### config.mk
export PLATFORM = sky130hd
export DESIGN_NAME = seg7_scan_flat
export DESIGN_NICKNAME = d
export VERILOG_FILES = /design/src/rtl/seg7_scan_if.sv /design/src/rtl/seg7_scan.sv /design/src/flat_wrapper.sv
export SDC_FILE = /design/constraint.sdc
export NUM_CORES = 1
export LEC_CHECK = 0
export ABC_AREA = 0
export CORE_ASPECT_RATIO = 0.8
export CORE_UTILIZATION = 55
export CTS_CLUSTER_DIAMETER = 40
export CTS_CLUSTER_SIZE = 12
export DETAILED_ROUTE_END_ITERATION = 10
export GPL_ROUTABILITY_DRIVEN = 1
export GPL_TIMING_DRIVEN = 1
export HOLD_SLACK_MARGIN = 0.15
export PLACE_DENSITY = 0.77
export SYNTH_ARGS = -nofsm -noshare
export SYNTH_HDL_FRONTEND = slang
export SYNTH_SLANG_ARGS = --single-unit
export TNS_END_PERCENT = 100
### constraint.sdc
create_clock -name clk -period 2.6 [get_ports clk]
set_clock_uncertainty 0.05 [all_clocks]
set_input_delay 0.65 -clock clk [delete_from_list [all_inputs] [get_ports clk]]
set_output_delay 0.65 -clock clk [all_outputs]
set_load 0.01 [all_outputs]
### src/rtl/seg7_scan_if.sv
// BCD capture bus into the 3-digit scanner: load strobe plus hundreds/tens/units digits.
interface seg7_scan_if;
  logic       load;
  logic [3:0] centena;
  logic [3:0] dezena;
  logic [3:0] unidade;

  modport master (output load, centena, dezena, unidade);
  modport slave  (input  load, centena, dezena, unidade);
endinterface

### src/rtl/seg7_scan.sv
// Three-digit multiplexed 7-segment scanner with frame-synchronous commit of BCD digits.
// Optional leading-zero blanking is compiled in with SEG7_BLANK_LZ_EN.
//
// state    | meaning
// SCAN_UNI | units digit enabled
// SCAN_DEZ | tens digit enabled
// SCAN_CEN | hundreds digit enabled; tick here is the frame boundary
// SCAN_BAD | illegal, returns to SCAN_UNI next clock
module seg7_scan #(
  parameter int DIV_WIDTH      = 16,
  parameter bit SEG_ACTIVE_LOW = 1'b1,
  parameter bit AN_ACTIVE_LOW  = 1'b1
) (
  input  logic             clk,
  input  logic             rst_n,
  seg7_scan_if.slave       bcd,
  output logic [6:0]       seg,
  output logic [2:0]       an,
  output logic             frame,
  output logic             err
);

  typedef enum logic [1:0] {
    SCAN_UNI = 2'd0,
    SCAN_DEZ = 2'd1,
    SCAN_CEN = 2'd2,
    SCAN_BAD = 2'd3
  } scan_e;

  localparam logic [DIV_WIDTH-1:0] DIV_ONE = DIV_WIDTH'(1);
  localparam logic [6:0] SEG_OFF = SEG_ACTIVE_LOW ? 7'h7F : 7'h00;
  localparam logic [2:0] AN_OFF  = AN_ACTIVE_LOW  ? 3'h7  : 3'h0;

  logic [DIV_WIDTH-1:0] div_q, div_d;
  scan_e                idx_q, idx_d;
  logic [3:0]           pcen_q, pcen_d, pdez_q, pdez_d, puni_q, puni_d;
  logic                 pvld_q, pvld_d;
  logic [3:0]           cen_q, cen_d, dez_q, dez_d, uni_q, uni_d;
  logic                 err_q, err_d;
  logic [6:0]           seg_q, seg_d;
  logic [2:0]           an_q, an_d;
  logic                 tick;
  logic                 frame_b;
  logic [3:0]           cur_dig;
  logic                 blank;
  logic [6:0]           lit;
  logic [2:0]           an_oh;

  // seg[0]=a .. seg[6]=g, active-high "lit" before polarity
  function automatic logic [6:0] dec7(input logic [3:0] v);
    case (v)
      4'd0:    dec7 = 7'b0111111;
      4'd1:    dec7 = 7'b0000110;
      4'd2:    dec7 = 7'b1011011;
      4'd3:    dec7 = 7'b1001111;
      4'd4:    dec7 = 7'b1100110;
      4'd5:    dec7 = 7'b1101101;
      4'd6:    dec7 = 7'b1111101;
      4'd7:    dec7 = 7'b0000111;
      4'd8:    dec7 = 7'b1111111;
      4'd9:    dec7 = 7'b1101111;
      default: dec7 = 7'b1000000;
    endcase
  endfunction

  always_comb begin
    div_d   = div_q + DIV_ONE;
    tick    = &div_q;
    idx_d   = idx_q;
    frame_b = 1'b0;
    case (idx_q)
      SCAN_UNI: if (tick) idx_d = SCAN_DEZ;
      SCAN_DEZ: if (tick) idx_d = SCAN_CEN;
      SCAN_CEN: begin
        frame_b = tick;
        if (tick) idx_d = SCAN_UNI;
      end
      default:  idx_d = SCAN_UNI;
    endcase
  end

  // A load coinciding with the frame boundary bypasses the pending set entirely.
  always_comb begin
    pcen_d = pcen_q;
    pdez_d = pdez_q;
    puni_d = puni_q;
    pvld_d = pvld_q;
    cen_d  = cen_q;
    dez_d  = dez_q;
    uni_d  = uni_q;
    if (frame_b) begin
      pvld_d = 1'b0;
      if (bcd.load) begin
        cen_d = bcd.centena;
        dez_d = bcd.dezena;
        uni_d = bcd.unidade;
      end else if (pvld_q) begin
        cen_d = pcen_q;
        dez_d = pdez_q;
        uni_d = puni_q;
      end
    end else if (bcd.load) begin
      pcen_d = bcd.centena;
      pdez_d = bcd.dezena;
      puni_d = bcd.unidade;
      pvld_d = 1'b1;
    end
    err_d = (cen_d > 4'd9) || (dez_d > 4'd9) || (uni_d > 4'd9);
  end

  always_comb begin
    cur_dig = uni_q;
    an_oh   = 3'b001;
    blank   = 1'b0;
    case (idx_q)
      SCAN_DEZ: begin
        cur_dig = dez_q;
        an_oh   = 3'b010;
      end
      SCAN_CEN: begin
        cur_dig = cen_q;
        an_oh   = 3'b100;
      end
      default: ;
    endcase
`ifdef SEG7_BLANK_LZ_EN
    if (idx_q == SCAN_CEN && cen_q == 4'd0)
      blank = 1'b1;
    if (idx_q == SCAN_DEZ && cen_q == 4'd0 && dez_q == 4'd0)
      blank = 1'b1;
`endif
    lit  = blank ? 7'b0000000 : dec7(cur_dig);
    seg_d = SEG_ACTIVE_LOW ? ~lit : lit;
    an_d  = AN_ACTIVE_LOW ? ~an_oh : an_oh;
  end

  always_ff @(posedge clk or negedge rst_n) begin
    if (!rst_n) begin
      div_q  <= '0;
      idx_q  <= SCAN_UNI;
      pcen_q <= '0;
      pdez_q <= '0;
      puni_q <= '0;
      pvld_q <= 1'b0;
      cen_q  <= '0;
      dez_q  <= '0;
      uni_q  <= '0;
      err_q  <= 1'b0;
      seg_q  <= SEG_OFF;
      an_q   <= AN_OFF;
    end else begin
      div_q  <= div_d;
      idx_q  <= idx_d;
      pcen_q <= pcen_d;
      pdez_q <= pdez_d;
      puni_q <= puni_d;
      pvld_q <= pvld_d;
      cen_q  <= cen_d;
      dez_q  <= dez_d;
      uni_q  <= uni_d;
      err_q  <= err_d;
      seg_q  <= seg_d;
      an_q   <= an_d;
    end
  end

  assign seg   = seg_q;
  assign an    = an_q;
  assign frame = frame_b;
  assign err   = err_q;

endmodule

### src/flat_wrapper.sv
// flat-port wrapper written by rule: the top's interface ports become plain ports
module seg7_scan_flat 
#(
  parameter int DIV_WIDTH      = 16,
  parameter bit SEG_ACTIVE_LOW = 1'b1,
  parameter bit AN_ACTIVE_LOW  = 1'b1
)
  (clk, rst_n, seg, an, frame, err, bcd_load, bcd_centena, bcd_dezena, bcd_unidade);
  seg7_scan_if bcd_i ();
  input  logic clk;
  input  logic rst_n;
  output logic [6:0] seg;
  output logic [2:0] an;
  output logic frame;
  output logic err;
  input wire logic [$bits(bcd_i.load)-1:0] bcd_load;
  input wire logic [$bits(bcd_i.centena)-1:0] bcd_centena;
  input wire logic [$bits(bcd_i.dezena)-1:0] bcd_dezena;
  input wire logic [$bits(bcd_i.unidade)-1:0] bcd_unidade;
  assign bcd_i.load = bcd_load;
  assign bcd_i.centena = bcd_centena;
  assign bcd_i.dezena = bcd_dezena;
  assign bcd_i.unidade = bcd_unidade;
  seg7_scan #(.DIV_WIDTH(DIV_WIDTH), .SEG_ACTIVE_LOW(SEG_ACTIVE_LOW), .AN_ACTIVE_LOW(AN_ACTIVE_LOW)) u_core (.clk(clk), .rst_n(rst_n), .bcd(bcd_i), .seg(seg), .an(an), .frame(frame), .err(err));
endmodule
# == Yosys cells after proc, flatten, opt, wreduce, memory -nomap -nowiden ==
# Memories as Yosys holds them, arrays and structs flattened.
# Index checks and enable logic that the tools add are counted.
# classes
n_eq_ne,5
magnitude_cmp,3
n_bitwise,3
reduce_logical,7
addsub,1
mux,18
# ops
op,n
two-way mux 4 bit,9
"adder 16 x 1 -> 16 bit, second input constant",1
AND reduction 16 bit,1
"> comparator 4 bit, second input constant",3
one-hot mux 4 bit (2 select lines),1
NOT 7 bit,1
two-way mux 2 bit,3
"inequality test 2 x 1 -> 1 bit, second input constant",3
one-hot mux 2 bit (3 select lines),1
one-hot mux 3 bit (2 select lines),1
two-way mux 1 bit,3
NOT 3 bit,1
AND reduction 3 bit,1
"equality test 2 x 1 -> 1 bit, second input constant",1
"equality test 2 bit, second input constant",1
logical NOT 2 bit,1
logical OR 1 bit,2
AND reduction 2 bit,1
nonzero test 2 bit,1
NOT 1 bit,1
# totals
output_inout_bits,12
romBits,112
ff_bits,54
word_cells,50
n_memories,1
# mem_list
memory,depth,width,rd,rd_clocked_by_memory_dff,wr,line,text
(no name shown),16,7,1,0,0,seg7_scan.sv:51,case (v)

# == Depth between registers and ports, before layout ==
# depth
depth_word,6
depth_mapped,10

# == Worst setup path after synthesis ==
# Ideal clock, no wire load.
# synth_timing
path_kind,reg-to-output
from,register u_core.idx_q[0]
to,output frame
required_ps,1900
slack_ps,495
arrival_ps,1405
stages_incl_launch_ff,7
path_cell_list,dfrtp_1 > inv_1 > ha_1 > and4_1 > nand4_4 > inv_4 > buf_6
# synth_between
elab_chain_cells,2
# synth_lines
item,line,text
"start, declared",seg7_scan.sv:35,"scan_e idx_q, idx_d;"
"start signal, assigned",seg7_scan.sv:153,idx_q <= idx_d;
equality test 2 bit,seg7_scan.sv:71,case (idx_q)
two-way mux 1 bit,seg7_scan.sv:71,
"end, declared",flat_wrapper.sv:14,output logic frame;
# Every way passes these cells.

# == Final worst setup path ==
# Ends and elaborated chain as after synthesis.

==> impl_metrics.yaml <==
status:
  run_status: "finished clean"
place:
  io_buffers: 26
  hpwl_after_dpl_mm: 3.72
  routabilityCongestion: 0.853
  dpl-instance-area_um2: 3000
  dpl.cell_count: 337
  dp_worst_setup_slack_ns: 0.155
layout:
  final_net_count: 311
  multi_input_comb_area_um2: 1220
  fillCellCount: 364
  seq_area_um2: 1360
  final_cell_count_no_fill: 346
  mostFrequentLayoutCell: "sky130_fd_sc_hd__dfrtp_1"
  num_antenna_cells: 0
  share_of_final_layout_standard_cells_stronger_than_drive_strength_1: 0.157
  final_cell_mix: "sky130_fd_sc_hd__dfrtp_1, sky130_fd_sc_hd__nor2_1, sky130_fd_sc_hd__clkdlybuf4s50_1, sky130_fd_sc_hd__a21oi_1, sky130_fd_sc_hd__nand2_1"
  area_growth_syn_to_layout_pct: 16.6
  finalInstanceArea_um2: 3120
job:
  timing.max_cap.violations: 0
clock_network:
  tritoncts_clock_tree: "built"
  cts_max_path_buffers: 2
  tritoncts.num_buffers: 5
  clkLatencyLatePin_ns: 0.31
  root_buffer: "sky130_fd_sc_hd__clkbuf_8"
  clock_sink_count: 54
  clk_transition_reported_paths_ns: 0.10
  cts_htree_levels: 2
  number_of_hold_repair_buffers_added_at_the_cts_stage: 0
drt:
  detail_route.first_pass.iterations: 4
  dr.first_iter.drc_count: 163
  num_vias: 1940
  avgViaCountPerCell: 5.61
  avgRoutedWirePerCell_um: 15.3
  route.detailed.drc: 0
  drt.antenna.violating_nets: 0
  wire_length_reported_by_the_detailed_router_mm: 5.31
power:
  power.density_nw_per_um2: 512
  power.share.clock: 0.347
  cell_internal_pwr_uw: 1240
  power.ir.vdd_worst_v: 0.000325
  combPwrFrac: 0.090
  power.share.switching: 0.222
  power.net_switching_uw: 355
  total_leakage_power_uw: 0.00141
  seqPwrFrac: 0.562
sta:
  min_period_over_period: 0.916
  timing.slew.headroom: 0.593
  fin_ws_ns: 0.217
  rsz0062_at_grt: "false"
  final-setup-viol-count: 0
  period_needed_ns: 2.38
  timing.final.max_slew_violations: 0
  slew_at_the_pin_with_the_worst_max_slew_slack_ns: 0.610
  final_hold_viol_count: 0
  max_freq_ghz: 0.420
  timing.setup.tns_ns: 0
  worst_hold_slack_ns: 0.293
grt:
  first_global_vias: 1917
  grt_start_max_net_pins: 30
  global_route_wire_length_before_repair_mm: 9.03
  number_of_antenna_violations_at_the_first_check_in_global_routing: 0
  grt_use_total: 0.233
  grt_overflow: 0
logic_synthesis:
  async_reset_ff_frac: 1.00
  yosysWarningCount: 0
  synth_top_flop_cell: "sky130_fd_sc_hd__dfrtp_1"
  postSynthCellCount: 254
  post_synth.cell_area_avg_um2: 10.5
  synth_fp_nets: 280
  netlist_area_before_placement_um2: 2670
  synth-seq-cells: 54
  synth-edff-count: 0
  synth.yosys.seq_area_share: 0.510
  ys_types: 43
floorplanning:
  std_cell_rows: 22
  ioPinCount: 27
  initial_core_util: 0.578
  core_area_um2: 4620
  die_h_um: 64.4
  die_w_um: 79.9
  design.die.area_um2: 5140
min_path:
  worst_hold_path_type: "input port to asynchronous set/reset pin"
setup_path:
  critical_path_class: "register to primary output"
  critical-path-max-stage-delay_ns: 0.38
  end_kind: "primary output"
  arr_time_crit_path_ns: 1.68
  start_kind: "register"
  worstPathCellList: "inv_1 > ha_1 > and4_4 > nand4_4 > inv_4 > dlygate4sd2_1"
  critical_path_required_ns: 1.90
  critical_path.max_fanout: 3
  standard_cell_with_the_maximum_stage_delay_on_the_critical_path: "sky130_fd_sc_hd__dfrtp_1"
  regToRegStartpoint: "u_core.idx_q[1]"
  timing.critical_path.from: "u_core.idx_q[0]"
## synthesized netlist by cell type (4+ instances only)
| master | count | area share |
|---|---|---|
| sky130_fd_sc_hd__a21oi_1 | 20 | 0.037 |
| sky130_fd_sc_hd__a22oi_1 | 7 | 0.020 |
| sky130_fd_sc_hd__buf_2 | 5 | 0.0094 |
| sky130_fd_sc_hd__dfrtp_1 | 44 | 0.41 |
| sky130_fd_sc_hd__dfstp_2 | 10 | 0.098 |
| sky130_fd_sc_hd__ha_1 | 11 | 0.051 |
| sky130_fd_sc_hd__inv_1 | 9 | 0.013 |
| sky130_fd_sc_hd__mux2_2 | 12 | 0.051 |
| sky130_fd_sc_hd__nand2_1 | 16 | 0.022 |
| sky130_fd_sc_hd__nand3_1 | 7 | 0.013 |
| sky130_fd_sc_hd__nand4_1 | 4 | 0.0094 |
| sky130_fd_sc_hd__nor2_1 | 33 | 0.046 |
| sky130_fd_sc_hd__o21ai_0 | 14 | 0.026 |
| sky130_fd_sc_hd__o22ai_1 | 4 | 0.0094 |
| sky130_fd_sc_hd__xnor2_1 | 8 | 0.026 |
| sky130_fd_sc_hd__xor2_1 | 6 | 0.020 |
## layer usage
layer,vias to the layer above,global-route usage,wire length (um)
li1,952,-,-
met1,926,0.330,2580
met2,56,0.360,2430
met3,6,0.0443,232
met4,0,0.0759,70
met5,-,0,0
## final timing paths
check | endpoint | slack, ns | cells past startpoint
max | frame | 0.22 | 6
min | u_core.pdez_q[1] | 0.29 | 1
max reg2reg | u_core.seg[4] | 0.22 | 9
min reg2reg | u_core.div_q[0] | 0.41 | 1
max in group asynchronous | u_core.seg[0] | 1.57 | 2
min in group clk | u_core.div_q[0] | 0.41 | 1
## state kept, by name, indices dropped and copies added, names as in the netlist
signal and count:
u_core.dez_q 4, u_core.seg 7, u_core.cen_q 4, u_core.pcen_q 4
u_core.err 1, u_core.uni_q 4, u_core.pdez_q 4, u_core.pvld_q 1
u_core.puni_q 4, u_core.an 3, u_core.idx_q 2, u_core.div_q 16
## kinds of logic after synthesis
family,synth area share
adders and majority gates,0.0515
muxes,0.0665
buffers and inverters,0.0342
AOI/OAI and AO/OA,0.146
and+or+nand+nor,0.146
xor gates and xnor gates,0.0459
DFF,0.510
## timing repair
action | in CTS | in global routing
buffers inserted | 1 | 0
endpoints found under the setup margin | 1 | 0
gates resized for setup | 2 | 0
## cell type report
type,count,area share
Clock buffer,7,0.0245
Tap cell,60,0.0241
Multi-Input combinational cell,182,0.391
Inverter,10,0.0128
Sequential cell,54,0.438
Clock inverter,1,0.00963
Timing Repair Buffer,32,0.100
## power groups by stage
| stage | clock, uW | combinational, uW | sequential, uW |
|---|---|---|---|
| floorplan | 0 | 66.2 | 913 |
| global placement | 0 | 142 | 912 |
| detailed placement | 0 | 145 | 913 |
| CTS | 563 | 146 | 897 |
| global route | 601 | 160 | 902 |
| finish | 555 | 144 | 897 |
## per-stage QoR
| stage | power, uW | utilization |
|---|---|---|
| floorplan | 980 | - |
| global placement | 1050 | 0.649 |
| detailed placement | 1060 | 0.649 |
| CTS | 1610 | 0.674 |
| global route | 1660 | 0.674 |
| finish | 1600 | 0.674 |
## critical path: cells and delay by family (launching register included)
kind,cells,cell delay [ns]
AND/OR/NAND/NOR,2,0.39
buffers and inverters,3,0.43
adder cells (fa/ha/maj),1,0.19
flip-flops,1,0.38
(Power assumes the default switching activity.)
